## config.mk

```make
export PLATFORM = sky130hd
export DESIGN_NAME = score_digit_writer
export DESIGN_NICKNAME = d
export VERILOG_FILES = /design/src/rtl/tetris_text_pkg.sv /design/src/rtl/bin_to_bcd.sv /design/src/rtl/score_digit_writer.sv
export SDC_FILE = /design/constraint.sdc
export NUM_CORES = 1
export LEC_CHECK = 0
export CAP_MARGIN = 20
export CORE_UTILIZATION = 35
export CTS_BUF_LIST = sky130_fd_sc_hd__clkbuf_4 sky130_fd_sc_hd__clkbuf_8
export DETAILED_ROUTE_END_ITERATION = 8
export PLACE_DENSITY = 0.62
export SYNTH_ARGS = -nofsm -noshare
export SYNTH_HDL_FRONTEND = slang
export SYNTH_SLANG_ARGS = --single-unit
```

## constraint.sdc

```tcl
create_clock -name clk_in -period 7.93 [get_ports clk_in]
set_clock_uncertainty 0.1 [all_clocks]
set_input_delay 1.9825 -clock clk_in [delete_from_list [all_inputs] [get_ports clk_in]]
set_output_delay 1.9825 -clock clk_in [all_outputs]
set_load 0.02 [all_outputs]
```

## src/rtl/tetris_text_pkg.sv

```systemverilog
// Shared types and helpers for the 1-bit text bitmap writer path.
//   state_t      : writer FSM states
//   NUM_GLYPHS   : glyphs in the digit font ROM (0..9)
//   bcd_digit_t  : one packed BCD digit
//   max_decimal  : largest value representable in N decimal digits
//   bits_for     : counter width for a 0..n-1 range (never zero)
package tetris_text_pkg;

   typedef enum logic [2:0] {
      IDLE,
      CONVERT,
      COPY,
      DRAIN,
      DONE
   } state_t;

   localparam int NUM_GLYPHS = 10;

   typedef logic [3:0] bcd_digit_t;

   function automatic longint unsigned max_decimal(input int digits);
      longint unsigned m;
      m = 1;
      for (int i = 0; i < digits; i++) begin
         m = m * 10;
      end
      return m - 1;
   endfunction

   function automatic int bits_for(input int n);
      return (n > 1) ? $clog2(n) : 1;
   endfunction

endpackage

```

## src/rtl/bin_to_bcd.sv

```systemverilog
// Sequential double-dabble binary to BCD converter with saturation.
//   i_clk, i_rst : clock, asynchronous active-high reset
//   i_start      : load i_value and begin (ignored while busy)
//   i_value      : binary input
//   o_busy       : conversion in progress (VALUE_WIDTH cycles)
//   o_done       : high during the final conversion cycle; o_bcd valid from the next cycle
//   o_bcd        : packed BCD, most significant digit in the top nibble
module bin_to_bcd
   import tetris_text_pkg::*;
#(
   parameter int VALUE_WIDTH = 20,
   parameter int NUM_DIGITS  = 6
) (
   input  logic                    i_clk,
   input  logic                    i_rst,
   input  logic                    i_start,
   input  logic [VALUE_WIDTH-1:0]  i_value,
   output logic                    o_busy,
   output logic                    o_done,
   output logic [4*NUM_DIGITS-1:0] o_bcd
);

   localparam int CW = $clog2(VALUE_WIDTH + 1);
   localparam logic [63:0] MAX_VAL = 64'(max_decimal(NUM_DIGITS));
   localparam logic [CW-1:0] LAST_STEP = CW'(VALUE_WIDTH - 1);

   logic [VALUE_WIDTH-1:0]  r_bin;
   logic [4*NUM_DIGITS-1:0] r_bcd;
   logic [CW-1:0]           r_cnt;
   logic                    r_busy;
   logic                    r_sat;
   logic [4*NUM_DIGITS-1:0] w_adj;
   logic                    w_unused_msb;

   // Add-3 correction on every digit that would overflow past 9 after the shift.
   genvar gi;
   generate
      for (gi = 0; gi < NUM_DIGITS; gi++) begin : g_adj
         assign w_adj[4*gi +: 4] = (r_bcd[4*gi +: 4] >= 4'd5) ?
                                   r_bcd[4*gi +: 4] + 4'd3 : r_bcd[4*gi +: 4];
      end
   endgenerate

   // The top bit only matters for out-of-range values, which are saturated anyway.
   assign w_unused_msb = w_adj[4*NUM_DIGITS-1];

   always_ff @(posedge i_clk or posedge i_rst) begin
      if (i_rst) begin
         r_bin  <= '0;
         r_bcd  <= '0;
         r_cnt  <= '0;
         r_busy <= 1'b0;
         r_sat  <= 1'b0;
      end else if (i_start && !r_busy) begin
         r_bin  <= i_value;
         r_bcd  <= '0;
         r_cnt  <= '0;
         r_busy <= 1'b1;
         r_sat  <= 64'(i_value) > MAX_VAL;
      end else if (r_busy) begin
         r_bcd <= {w_adj[4*NUM_DIGITS-2:0], r_bin[VALUE_WIDTH-1]};
         r_bin <= r_bin << 1;
         r_cnt <= r_cnt + 1'b1;
         if (r_cnt == LAST_STEP) begin
            r_busy <= 1'b0;
         end
      end
   end

   assign o_busy = r_busy;
   assign o_done = r_busy && (r_cnt == LAST_STEP);
   assign o_bcd  = r_sat ? {NUM_DIGITS{4'h9}} : r_bcd;

endmodule

```

## src/rtl/score_digit_writer.sv

```systemverilog
// Renders an unsigned value as NUM_DIGITS decimal glyphs into a 1-bit text RAM,
// copying glyph pixels from a 1-bit digit font ROM. One request = full field redraw.
//   clk_in, rst_in : clock, asynchronous active-high reset
//   start_in       : request (accepted only when idle), value_in captured then
//   busy_out       : high from cycle after accepted start until done_out
//   done_out       : one-cycle pulse together with the last RAM write
//   font_addr      : font ROM address; font_data returns ROM_LATENCY cycles later
//   wr_en/wr_addr/wr_data : text RAM write port
module score_digit_writer
   import tetris_text_pkg::*;
#(
   parameter int NUM_DIGITS    = 6,
   parameter int DIGIT_W       = 16,
   parameter int DIGIT_H       = 24,
   parameter int VALUE_WIDTH   = 20,
   parameter int ADDR_WIDTH    = 15,
   parameter int FONT_AW       = 13,
   parameter int ROM_LATENCY   = 2,
   parameter int BASE_ADDR     = 0,
   parameter int BLANK_LEADING = 1
) (
   input  logic                   clk_in,
   input  logic                   rst_in,
   input  logic                   start_in,
   input  logic [VALUE_WIDTH-1:0] value_in,
   output logic                   busy_out,
   output logic                   done_out,
   output logic [FONT_AW-1:0]     font_addr,
   input  logic                   font_data,
   output logic                   wr_en,
   output logic [ADDR_WIDTH-1:0]  wr_addr,
   output logic                   wr_data
);

   localparam int PIXELS = NUM_DIGITS * DIGIT_W * DIGIT_H;
   localparam int RW  = bits_for(DIGIT_H);
   localparam int DW  = bits_for(NUM_DIGITS);
   localparam int CLW = bits_for(DIGIT_W);
   localparam int LW  = bits_for(ROM_LATENCY);
   localparam logic [RW-1:0]  ROW_LAST   = RW'(DIGIT_H - 1);
   localparam logic [DW-1:0]  DIGIT_LAST = DW'(NUM_DIGITS - 1);
   localparam logic [CLW-1:0] COL_LAST   = CLW'(DIGIT_W - 1);
   localparam logic [LW-1:0]  DRAIN_LAST = LW'(ROM_LATENCY - 1);
   localparam logic [FONT_AW-1:0]    GLYPH_SIZE = FONT_AW'(DIGIT_W * DIGIT_H);
   localparam logic [FONT_AW-1:0]    ROW_PITCH  = FONT_AW'(DIGIT_W);
   localparam logic [ADDR_WIDTH-1:0] BASE       = ADDR_WIDTH'(BASE_ADDR);

   // Parameter sanity: every address sum must fit its port width.
   generate
      if (FONT_AW < $clog2(NUM_GLYPHS * DIGIT_W * DIGIT_H)) begin : g_bad_font_aw
         $error("FONT_AW too narrow for the digit font ROM");
      end
      if (longint'(BASE_ADDR) + longint'(PIXELS) > (longint'(1) << ADDR_WIDTH)) begin : g_bad_addr_w
         $error("Digit field does not fit in ADDR_WIDTH");
      end
      if (ROM_LATENCY < 1) begin : g_bad_latency
         $error("ROM_LATENCY must be at least 1");
      end
   endgenerate

   state_t r_state, w_state_next;
   logic [RW-1:0]           r_row;
   logic [DW-1:0]           r_digit;
   logic [CLW-1:0]          r_col;
   logic [ADDR_WIDTH-1:0]   r_pix_addr;
   logic [LW-1:0]           r_drain;
   logic [FONT_AW-1:0]      r_font_addr;
   logic                    r_busy, r_done;
   logic                    r_wr_en, r_wr_data;
   logic [ADDR_WIDTH-1:0]   r_wr_addr;
   logic                    r_dl_valid [0:ROM_LATENCY];
   logic                    r_dl_blank [0:ROM_LATENCY];
   logic [ADDR_WIDTH-1:0]   r_dl_addr  [0:ROM_LATENCY];

   logic                    w_accept, w_issue, w_last_pix, w_busy_next, w_done_next;
   logic                    w_bcd_busy, w_bcd_done;
   logic [4*NUM_DIGITS-1:0] w_bcd;
   bcd_digit_t              w_digits [NUM_DIGITS];
   logic [NUM_DIGITS-1:0]   w_blank;
   logic                    w_blank_cur;
   bcd_digit_t              w_glyph;
   logic [FONT_AW-1:0]      w_font_addr_cur;

   // A start in the done_out cycle is dropped: r_done is still high then.
   assign w_accept = (r_state == IDLE) && start_in && !r_done;

   bin_to_bcd #(
      .VALUE_WIDTH (VALUE_WIDTH),
      .NUM_DIGITS  (NUM_DIGITS)
   ) u_bcd (
      .i_clk   (clk_in),
      .i_rst   (rst_in),
      .i_start (w_accept),
      .i_value (value_in),
      .o_busy  (w_bcd_busy),
      .o_done  (w_bcd_done),
      .o_bcd   (w_bcd)
   );

   // Digit 0 is the leftmost; a digit is blank only if it and all digits left of it are zero.
   genvar gi;
   generate
      for (gi = 0; gi < NUM_DIGITS; gi++) begin : g_digit
         assign w_digits[gi] = w_bcd[4*(NUM_DIGITS-1-gi) +: 4];
         if (gi == NUM_DIGITS - 1) begin : g_last
            assign w_blank[gi] = 1'b0;
         end else if (gi == 0) begin : g_first
            assign w_blank[gi] = (BLANK_LEADING != 0) && (w_digits[gi] == 4'd0);
         end else begin : g_mid
            assign w_blank[gi] = w_blank[gi-1] && (w_digits[gi] == 4'd0);
         end
      end
   endgenerate

   assign w_blank_cur = w_blank[r_digit];
   assign w_glyph     = w_digits[r_digit];
   assign w_font_addr_cur = w_blank_cur ? '0 :
                            FONT_AW'(w_glyph) * GLYPH_SIZE +
                            FONT_AW'(r_row) * ROW_PITCH + FONT_AW'(r_col);
   assign w_last_pix = (r_row == ROW_LAST) && (r_digit == DIGIT_LAST) && (r_col == COL_LAST);

   // FSM state register
   always_ff @(posedge clk_in or posedge rst_in) begin
      if (rst_in) begin
         r_state <= IDLE;
      end else begin
         r_state <= w_state_next;
      end
   end

   // FSM next state
   always_comb begin
      w_state_next = r_state;
      case (r_state)
         IDLE:    if (w_accept) w_state_next = CONVERT;
         CONVERT: if (w_bcd_done || !w_bcd_busy) w_state_next = COPY;
         COPY:    if (w_last_pix) w_state_next = DRAIN;
         DRAIN:   if (r_drain == DRAIN_LAST) w_state_next = DONE;
         DONE:    w_state_next = IDLE;
         default: w_state_next = IDLE;
      endcase
   end

   // FSM outputs; busy/done are registered so done lands on the last write cycle
   always_comb begin
      w_issue     = (r_state == COPY);
      w_busy_next = (w_state_next != IDLE);
      w_done_next = (r_state == DONE);
   end

   // Row-major pixel walk; the RAM address is simply the running linear index.
   always_ff @(posedge clk_in or posedge rst_in) begin
      if (rst_in) begin
         r_row      <= '0;
         r_digit    <= '0;
         r_col      <= '0;
         r_pix_addr <= '0;
         r_drain    <= '0;
      end else begin
         r_drain <= (r_state == DRAIN) ? r_drain + 1'b1 : '0;
         if (!w_issue) begin
            r_row      <= '0;
            r_digit    <= '0;
            r_col      <= '0;
            r_pix_addr <= BASE;
         end else begin
            r_pix_addr <= r_pix_addr + 1'b1;
            if (r_col == COL_LAST) begin
               r_col <= '0;
               if (r_digit == DIGIT_LAST) begin
                  r_digit <= '0;
                  r_row   <= r_row + 1'b1;
               end else begin
                  r_digit <= r_digit + 1'b1;
               end
            end else begin
               r_col <= r_col + 1'b1;
            end
         end
      end
   end

   // Font address register (holds when idle) and delay line head
   always_ff @(posedge clk_in or posedge rst_in) begin
      if (rst_in) begin
         r_font_addr   <= '0;
         r_dl_valid[0] <= 1'b0;
         r_dl_blank[0] <= 1'b0;
         r_dl_addr[0]  <= '0;
         r_busy        <= 1'b0;
         r_done        <= 1'b0;
      end else begin
         if (w_issue) begin
            r_font_addr <= w_font_addr_cur;
         end
         r_dl_valid[0] <= w_issue;
         r_dl_blank[0] <= w_issue & w_blank_cur;
         r_dl_addr[0]  <= w_issue ? r_pix_addr : '0;
         r_busy        <= w_busy_next;
         r_done        <= w_done_next;
      end
   end

   // Stage k holds the pixel whose font_addr was presented k cycles ago;
   // stage ROM_LATENCY lines up with font_data.
   generate
      for (gi = 1; gi <= ROM_LATENCY; gi++) begin : g_delay
         always_ff @(posedge clk_in or posedge rst_in) begin
            if (rst_in) begin
               r_dl_valid[gi] <= 1'b0;
               r_dl_blank[gi] <= 1'b0;
               r_dl_addr[gi]  <= '0;
            end else begin
               r_dl_valid[gi] <= r_dl_valid[gi-1];
               r_dl_blank[gi] <= r_dl_blank[gi-1];
               r_dl_addr[gi]  <= r_dl_addr[gi-1];
            end
         end
      end
   endgenerate

   always_ff @(posedge clk_in or posedge rst_in) begin
      if (rst_in) begin
         r_wr_en   <= 1'b0;
         r_wr_addr <= '0;
         r_wr_data <= 1'b0;
      end else begin
         r_wr_en   <= r_dl_valid[ROM_LATENCY];
         r_wr_addr <= r_dl_valid[ROM_LATENCY] ? r_dl_addr[ROM_LATENCY] : '0;
         r_wr_data <= r_dl_valid[ROM_LATENCY] & ~r_dl_blank[ROM_LATENCY] & font_data;
      end
   end

   assign busy_out  = r_busy;
   assign done_out  = r_done;
   assign font_addr = r_font_addr;
   assign wr_en     = r_wr_en;
   assign wr_addr   = r_wr_addr;
   assign wr_data   = r_wr_data;

endmodule

```

==> out/results.ini, run 1 <==
[outcome]
status = complete, no violations

[cells_and_area]
nets = 752
final_common_cell = dfrtp_1
antenna_cells = 0
stdcell_count = 986
drive_gt1_share_pct = 7.40
area.growth.synth_to_final_pct = 17.0
layout_common_cells = 164 x dfrtp_1, 82 x nand2_1, 55 x clkdlybuf4s50_1, 42 x o21ai_0, 41 x nor2_1

[clock_tree]
holdBufCountCts = 0
cts_max_level = 4
clk-insertion-delay-late_ns = 0.46
cts_buffer_depth = 2
clock_sinks = 165
cts_tree = built
root_buffer = clkbuf_8
cts_buffers = 17
post_cts_buffers = 0
clkSlewWorstSetupHoldPaths_ns = 0.09
cts_resized = 0

[synth]
synthTopCellsByArea = dfrtp_1 57%, mux2i_1 5.0%, nand2_1 4.3%
yosysTopAreaCellShare_pct = 57.2
synth_warnings = 0
synth-edff-count = 0
synth-seq-cells = 165
ys.flop_type = dfrtp_1
seq_area_frac_synth_pct = 57.2
synth-async-reset-ratio_pct = 100
netlist_area_um2 = 7220
synthCells = 654
synth_nets = 703
yosysTopAreaCell = dfrtp_1
synth_cell_types = 54
syn_avg_cell_area_um2 = 11.0

[detailed_routing]
vias = 4572
drcViolationCount = 0
vias_per_cell = 4.64
post_drt_wl_per_cell_um = 13.0
drtAntennaViolNets = 0
wirelength_um = 12800
drt-initial-drc-count = 262
first_pass_iters = 4

[critical_path]
max_stage_delay_ns = 0.48
crit_path_end_kind = register
cp_max_fo = 34
critPathRequiredTime_ns = 8.18
cp_slowest_cell = buf_4
worstPathArrival_ns = 3.84
reg2reg_depth = 9
startpoint_type = primary input
path_cells = clkdlybuf4s50_1 -> nand2b_1 -> nor4_4 -> buf_4 -> nor2_1 -> mux2_2
path_buf_inv = 2
setup.worst_path.class = in2reg
crit_family = buffers and inverters
cp.depth = 6

[grt]
grt_pass1_wl_um = 22400
grtUsageTotal_pct = 13.1
grt_pass1_vias = 4596
grt_overflow = 0
grt_max_degree = 106
antenna_found_initial = 0

[power_and_ir_drop]
ir_drop_mv = 0.0847
power_leakage_nw = 3.69
power.density_nw_per_um2 = 177
power_mw = 1.49

[floorplan]
start_util_pct = 35.7
die_y_um = 146
die_x_um = 146
dieArea_um2 = 21200
io_pins = 56
floorplan.rows = 52
coreArea_um2 = 20200

[timing]
fin_setup_tns_ns = 0
relSlewSlack_pct = 37.4
worstMarginPinSlew_ns = 0.939
maxSlewViolCount = 0
finalHoldViolations = 0
fin_crit_sh_pct = 45.3
period_minus_slack_ns = 3.59
grt_setup_unrepaired = no
setup_violations = 0
fmax_mhz = 278

[placement]
hpwl_um = 8310
place_congestion = 0.733
io_buffers = 55
place_inst = 954

[run]
cap_violations = 0

[min_path]
min_path_cells = 0
hold_path_class = reg2reg

==> cell type report <==
class	instances	area [um2]
Clock buffer	17	234
Clock inverter	15	179
Fill cell	1942	11800
Inverter	24	95.1
Multi-Input combinational cell	436	2890
Sequential cell	165	4130
Tap cell	270	338
Timing Repair Buffer	59	581
==> cell families (layout without fill, tap and decap cells) <==
group | after synthesis | in the layout | synth area share [%]
adder cells (fa/ha/maj) | 25 | 25 | 4.54
AO/OA/AOI/OAI | 111 | 111 | 9.55
multiplexers | 39 | 39 | 5.82
flip-flops | 165 | 165 | 57.2
buffers and inverters | 53 | 115 | 2.91
XOR/XNOR | 31 | 31 | 3.97
AND/OR/NAND/NOR | 230 | 230 | 16.0
==> path summary, 6_finish.rpt <==
kind                                from             end  slack (ns)
max reg2reg                   r_digit[0]   font_addr[12]        4.65
max                             start_in  u_bcd.r_cnt[0]        4.34
min                        r_dl_blank[2]   r_dl_blank[1]        0.25
min in group asynchronous         rst_in           wr_en        2.00
max in group asynchronous         rst_in   r_dl_addr[16]        4.43
min reg2reg                r_dl_blank[2]   r_dl_blank[1]        0.25
==> synth_stat cells, types with 3 or more instances <==
master	n
xor2_1	14
nand3_1	14
and3_1	3
nand2b_1	9
o21ai_0	42
nor2_1	41
clkbuf_1	23
mux2i_1	36
dfrtp_1	165
or4_1	3
o21ai_2	7
xnor2_1	16
nand4_1	8
nor3_1	7
nor2b_1	3
ha_1	23
and2_1	32
or3_1	5
a21oi_1	27
nand2_1	82
inv_1	24
buf_2	3
o31ai_1	18
nor4_1	5
nor3b_1	9
==> metrics by stage <==
stage	instance area, um2	setup slack, ns	utilization, %	hold WS (ns)
after floorplan	7220	1.39	-	0.231
after global placement	8030	3.85	39.7	0.232
after detailed placement	8030	3.83	39.7	0.235
after CTS	8440	4.30	41.7	0.250
after global routing	8440	4.11	41.7	0.257
final	8440	4.34	41.7	0.250
==> where the power goes <==
group	internal [mW]	leakage (nW)	switching (mW)
clock	0.269	0.206	0.342
sequential	0.842	2.09	0.00153
combinational	0.0141	1.39	0.0227
total	1.12	3.69	0.367
==> flip-flops by register name (all words and copies together) (netlist names), 3 cells and up <==
signal	flops
r_digit	3
r_state	3
u_bcd.r_bin	20
r_dl_blank	3
r_col	4
u_bcd.r_bcd	24
r_row	5
r_pix_addr	15
r_dl_addr	45
u_bcd.r_cnt	5
r_dl_valid	3
wr_addr	15
font_addr	13
==> worst register-to-register path, cell delays in order (launching register included) <==
cell      delay, ns
dfrtp_1        0.77
mux4_1         0.63
mux2i_1        0.14
nor2_1         0.12
ha_1           0.31
a21o_1         0.11
a21oi_1        0.11
or4_1          0.45
a311oi_1       0.30
o41ai_1        0.11
==> per-layer routing <==
layer  vias up  part of all wire [%]  global-route usage (%)
li1       2325                     -                       -
met1      2177                    48                    17.5
met2        56                    46                    20.4
met3        14                   3.7                    3.26
met4         0                   1.5                    5.37
met5         -                     0                       0
Power figures use the tool's default switching activity.
==> run 2, diff against run 1 <==
PLACE_DENSITY = 0.64   (was 0.62)
clock period = 3.1 ns   (was 7.93 ns; I/O delays follow)
==> run 2 against run 1 <==
Clock power is 150% higher. Sequential share of layout area is 0.59 points lower. Cell count is 0.91% higher. Die area stayed put. Via count is 4.0% higher. Total power grew to 2.5 times the previous value. Combinational power grew to 2.8 times the previous value. Wire length is 1.7% higher. Critical endpoint is now font_addr[12]. Largest cell class unchanged. Highest routed layer unchanged.
==> out/results.ini, run 2 (synthesis gave the netlist of run 1 again) <==
[power_and_ir_drop]
power.density_nw_per_um2 = 442  ; +150%
ir_drop_mv = 0.229  ; +170%
power_leakage_nw = 3.74  ; +1.2%

[critical_path]
cp_slowest_cell = mux4_1
path_cells = mux4_1 -> mux2i_1 -> nor2_1 -> ha_1 -> a21o_1 -> a21oi_1 -> or4_1 -> a311oi_1 -> o41ai_1
crit_path_end_kind = register
setup.worst_path.class = reg2reg
worstPathArrival_ns = 3.11  ; -0.73 ns
startpoint_type = register
cp_max_fo = 4  ; -88%
critPathRequiredTime_ns = 3.34  ; -4.84 ns
max_stage_delay_ns = 0.60  ; +0.12 ns

[min_path]
hold_path_class = reg2reg

[clock_tree]
clkSlewWorstSetupHoldPaths_ns = 0.10  ; about the same
cts_max_level = 4  ; unchanged
clk-insertion-delay-late_ns = 0.46  ; about the same
cts_tree = built
clock_sinks = 165  ; unchanged
cts_buffers = 17  ; unchanged
root_buffer = clkbuf_8
holdBufCountCts = 0  ; unchanged
cts_buffer_depth = 2  ; unchanged
post_cts_buffers = 0  ; unchanged
cts_resized = 0  ; unchanged

[cells_and_area]
fill_cells = 1917  ; -1.3%
antenna_cells = 0  ; unchanged
regMostFlops = r_dl_addr
nets = 761  ; +1.2%
largest_registers = r_dl_addr x45, u_bcd.r_bcd x24, u_bcd.r_bin x20
layout_common_cells = 164 x dfrtp_1, 82 x nand2_1, 55 x clkdlybuf4s50_1, 42 x o21ai_0, 40 x nor2_1
drive_gt1_share_pct = 8.83  ; +1.4 points
area.growth.synth_to_final_pct = 18.4
stdcell_count = 995  ; +0.91%
final_common_cell = dfrtp_1
largest_register_ff_count = 45  ; unchanged

[timing]
fin_setup_tns_ns = 0  ; unchanged
grt_setup_unrepaired = no
worstMarginPinSlew_ns = 0.776  ; -0.163 ns
setup_violations = 0  ; unchanged
relSlewSlack_pct = 48.1  ; +11 points
finalHoldViolations = 0  ; unchanged
maxSlewViolCount = 0  ; unchanged
fmax_mhz = 348
fin_crit_sh_pct = 92.7
period_minus_slack_ns = 2.87

[detailed_routing]
vias_per_cell = 4.78  ; +3.0%
wirelength_um = 13100  ; +1.7%
drtAntennaViolNets = 0  ; unchanged
first_pass_iters = 4  ; unchanged
drt-initial-drc-count = 165  ; -37%
drcViolationCount = 0  ; unchanged
post_drt_wl_per_cell_um = 13.1  ; +0.80%
vias = 4754  ; +4.0%

[grt]
antenna_found_initial = 0  ; unchanged
grt_overflow = 0  ; unchanged
grt_pass1_vias = 4600  ; +0.087%
grt_max_degree = 74  ; -30%
grt_pass1_wl_um = 22400  ; about the same
grtUsageTotal_pct = 13.2  ; +0.12 points

[outcome]
status = complete, no violations

[placement]
place_congestion = 0.802  ; +9.3%
place_inst = 963  ; +0.94%
hpwl_um = 8730  ; +5.0%
io_buffers = 55  ; unchanged

[floorplan]
die_x_um = 146  ; unchanged
dieArea_um2 = 21200  ; unchanged
die_y_um = 146  ; unchanged
floorplan.rows = 52  ; unchanged
coreArea_um2 = 20200  ; unchanged
io_pins = 56  ; unchanged
start_util_pct = 35.7  ; unchanged

[run]
cap_violations = 0  ; unchanged

## run 2: power breakdown
group	internal [mW]	switching (mW)
Sequential	2.15	0.00414
Clock	0.616	0.899
Combinational	0.0431	0.0596
## run 2: final timing paths
kind	start	end	slack, ns	cells past startpoint
min in group asynchronous	rst_in	wr_data	0.59	2
worst max register to register	r_digit[0]	font_addr[12]	0.23	9
max in group asynchronous	rst_in	u_bcd.r_bcd[10]	1.66	3
worst min register to register	r_dl_addr[18]	r_dl_addr[3]	0.24	0
worst max-delay path	r_digit[0]	font_addr[12]	0.23	9
worst min-delay path	r_dl_addr[18]	r_dl_addr[3]	0.24	0
## run 2: metal layers
| metal | up-vias | wire [um] | GRT usage, % |
|---|---|---|---|
| li1 | 2361 | - | - |
| met1 | 2310 | 6290 | 17.4 |
| met2 | 65 | 6020 | 20.7 |
| met3 | 18 | 466 | 3.42 |
| met4 | 0 | 281 | 5.53 |
| met5 | - | 0 | 0 |
## run 2: stage by stage
step / area [um2] / utilization, % / setup slack [ns] / hold slack (ns) / total power, mW
floorplan: 7220 / - / 0.0773 / 0.231 / 2.25
global placement: 8140 / 40.2 / 0.323 / 0.232 / 2.31
detailed placement: 8140 / 40.2 / 0.215 / 0.235 / 2.31
CTS: 8540 / 42.2 / 0.195 / 0.248 / 3.83
global route: 8550 / 42.2 / 0.0108 / 0.253 / 3.94
finish: 8550 / 42.2 / 0.228 / 0.243 / 3.77
## run 2: layout make-up
| type | instances | area, um2 | share of cell area (%) |
|---|---|---|---|
| flip-flops and latches | 165 | 4130 | 48.3 |
| multi-input cells | 436 | 2900 | 33.9 |
| repair buffers | 68 | 689 | 8.06 |
| well taps | 270 | 338 | 3.95 |
| clock buffers | 18 | 241 | 2.82 |
| clock inverters | 14 | 160 | 1.87 |
| inverters | 24 | 93.8 | 1.10 |
## run 2: worst max-delay path: cells and delay by family, from the launching register on
kind	cells	cell delay (ns)
simple gates	2	0.55
mux	2	0.75
flops	1	0.42
compound gates	4	0.64
fa+ha+maj	1	0.31
==> variant, RTL diff (flow settings as in run 1) <==
Put one more register stage on the output `wr_addr`, without a reset. The value now appears one clock later. The other outputs are not delayed to match.
--- a/src/rtl/score_digit_writer.sv
+++ b/src/rtl/score_digit_writer.sv
@@ -237,3 +237,5 @@
    assign wr_en     = r_wr_en;
-   assign wr_addr   = r_wr_addr;
+   always_ff @(posedge clk_in) begin
+      wr_addr <= r_wr_addr;
+   end
    assign wr_data   = r_wr_data;
Check against the original RTL: no difference found for any inputs over 10 cycles, from zero or initial values and one cycle with rst_in high; that may be too few to reach the edited logic, so the function may still have changed.
==> variant against run 1 <==
  * Cell area increased by 3.8%
  * Wire length grew 5.7%
  * Power increased by 5.9%
  * Count of clock-buffer cells in the layout unchanged
  * Clock power rose by 2%
  * Fmax down 7.3%
  * Non-clock buffer count rose by 1
  * Synthesized cell count is 4.7% higher
  * Worst setup slack worse by 0.28 ns
  * Area after synthesis up 4.5%
  * Sequential cell count grew 15
==> variant: results (changes against run 1) <==
status: "finished clean"
syn_nets: 734  # +4.4%
ir_worst_vdd_mv: 0.0801  # -5.4%
min_path_cells: 0  # unchanged
diodes: 0  # unchanged
yosys.cell_types.count: 54  # unchanged
drt_pass1_iterations: 6  # +2
rr_worst_depth: 11  # +2
max_stage_delay_ns: 0.50  # +0.02 ns
synth_area_leaders: "dfrtp_1 55%, nand2_1 4.2%, mux2i_1 4.1%, dfxtp_1 4.0%, ha_1 3.8%"
critical_path.top_delay_family: "buffers and inverters"
holdPathEnd: "r_dl_addr[6]"
arrival_ns: 4.13  # +0.29 ns
p_leak_uw: 0.00380  # +3.0%
tightest_slew_ns: 0.864  # -0.0749 ns
synth_warnings: 0  # unchanged
cts_max_level: 4  # unchanged
drt_iter0_markers: 290  # +11%
grt_first_pass_wirelength_mm: 23.4  # +4.3%
r2r-start: "r_digit[0]"
drive_gt1_share_pct: 7.90  # +0.50 points
place_congestion: 0.767  # +4.6%
synth_top_flop_cell: "dfrtp_1"
ys_seq_area_share_pct: 58.7  # +1.5 points
r2r-end: "font_addr[12]"
top_regs: "r_dl_addr (45), u_bcd.r_bcd (24), u_bcd.r_bin (20)"
cts-root-buf: "clkbuf_8"
ctsResizeCount: 0  # unchanged
vias_per_cell: 4.76  # +2.7%
critPathMaxFanout: 32  # -5.9%
grt_max_degree: 99  # -6.6%
reg2reg_slack_ns: 4.27  # -0.38 ns
wl_per_cell_um: 13.3  # +2.0%
grt_util_all_layers_pct: 13.4  # +0.31 points
post-dp-hpwl_mm: 8.66  # +4.2%
clk_pin_slew_ns: 0.11  # +0.02 ns
antenna_found_initial: 0  # unchanged
hold_class: "flip-flop to flip-flop"
grt_pass1_vias: 4789  # +4.2%
synthArstFlopShare_pct: 91.7  # -8.3 points
yosys-top-cells-count: "165 x dfrtp_1, 84 x nand2_1, 49 x o21ai_0"
clockBufferDepth: 2  # unchanged
portBuffers: 55  # unchanged
post_cts_buffers: 0  # unchanged
cts_buffers: 17  # unchanged
dp_slack_ns: 3.58  # -0.249 ns
nNetsFinal: 783  # +4.1%
worstHoldStart: "r_dl_addr[21]"
crit_path_top_delay_cell: "or3b_2"
clk_latency_ns: 0.47
## variant: how the worst max path moves through the flow
| stage | startpoint | to | slack [ns] | cells after the start |
|---|---|---|---|---|
| final | start_in | u_bcd.r_cnt[0] | 4.06 | 6 |
| after global routing | r_digit[0] | font_addr[12] | 3.87 | 11 |
| after CTS | start_in | u_bcd.r_cnt[0] | 4.07 | 6 |
| after detailed placement | start_in | u_bcd.r_cnt[0] | 3.58 | 6 |
| after global placement | start_in | u_bcd.r_cnt[0] | 3.58 | 6 |
| after floorplan | rst_in | busy_out | 1.39 | 1 |
## variant: routing by layer
layer	vias to the layer above	part of all wire [%]	GRT usage, %
li1	2431	-	-
met1	2349	51	18.7
met2	79	45	20.4
met3	10	3.6	3.82
met4	0	1.1	3.78
met5	-	0	0
## variant: metrics by stage
stage	utilization, %	cells	hold slack (ns)	cell area [um^2]
6_report	41.6	1022	0.251	8760
4_1_cts	41.6	1022	0.253	8760
3_5_place_dp	39.6	990	0.228	8360
3_3_place_gp	39.6	990	0.225	8360
2_1_floorplan	-	685	0.224	7540
5_1_grt	41.6	1022	0.259	8760
## variant: area by class of cell
class	count	area [um^2]
Clock buffer	17	234
Clock inverter	15	174
Fill cell	2015	12300
Inverter	24	95.1
Multi-Input combinational cell	451	2900
Sequential cell	180	4430
Tap cell	275	344
Timing Repair Buffer	60	588
## variant: report_power, final
part           internal [uW]  total (uW)  leakage (uW)  switching (uW)
Clock                    243         622      0.000203             379
Sequential               917         919       0.00221            1.58
Combinational           14.2        37.1       0.00138            22.9
## variant: logic make-up after synthesis
group,count (synthesis),share of synthesized area [%]
and+or+nand+nor,236,15.4
DFF,180,58.7
AOI/OAI and AO/OA,125,10.2
buffers and inverters,54,2.95
muxes,34,4.56
xor gates and xnor gates,31,3.80
adders and majority gates,25,4.35
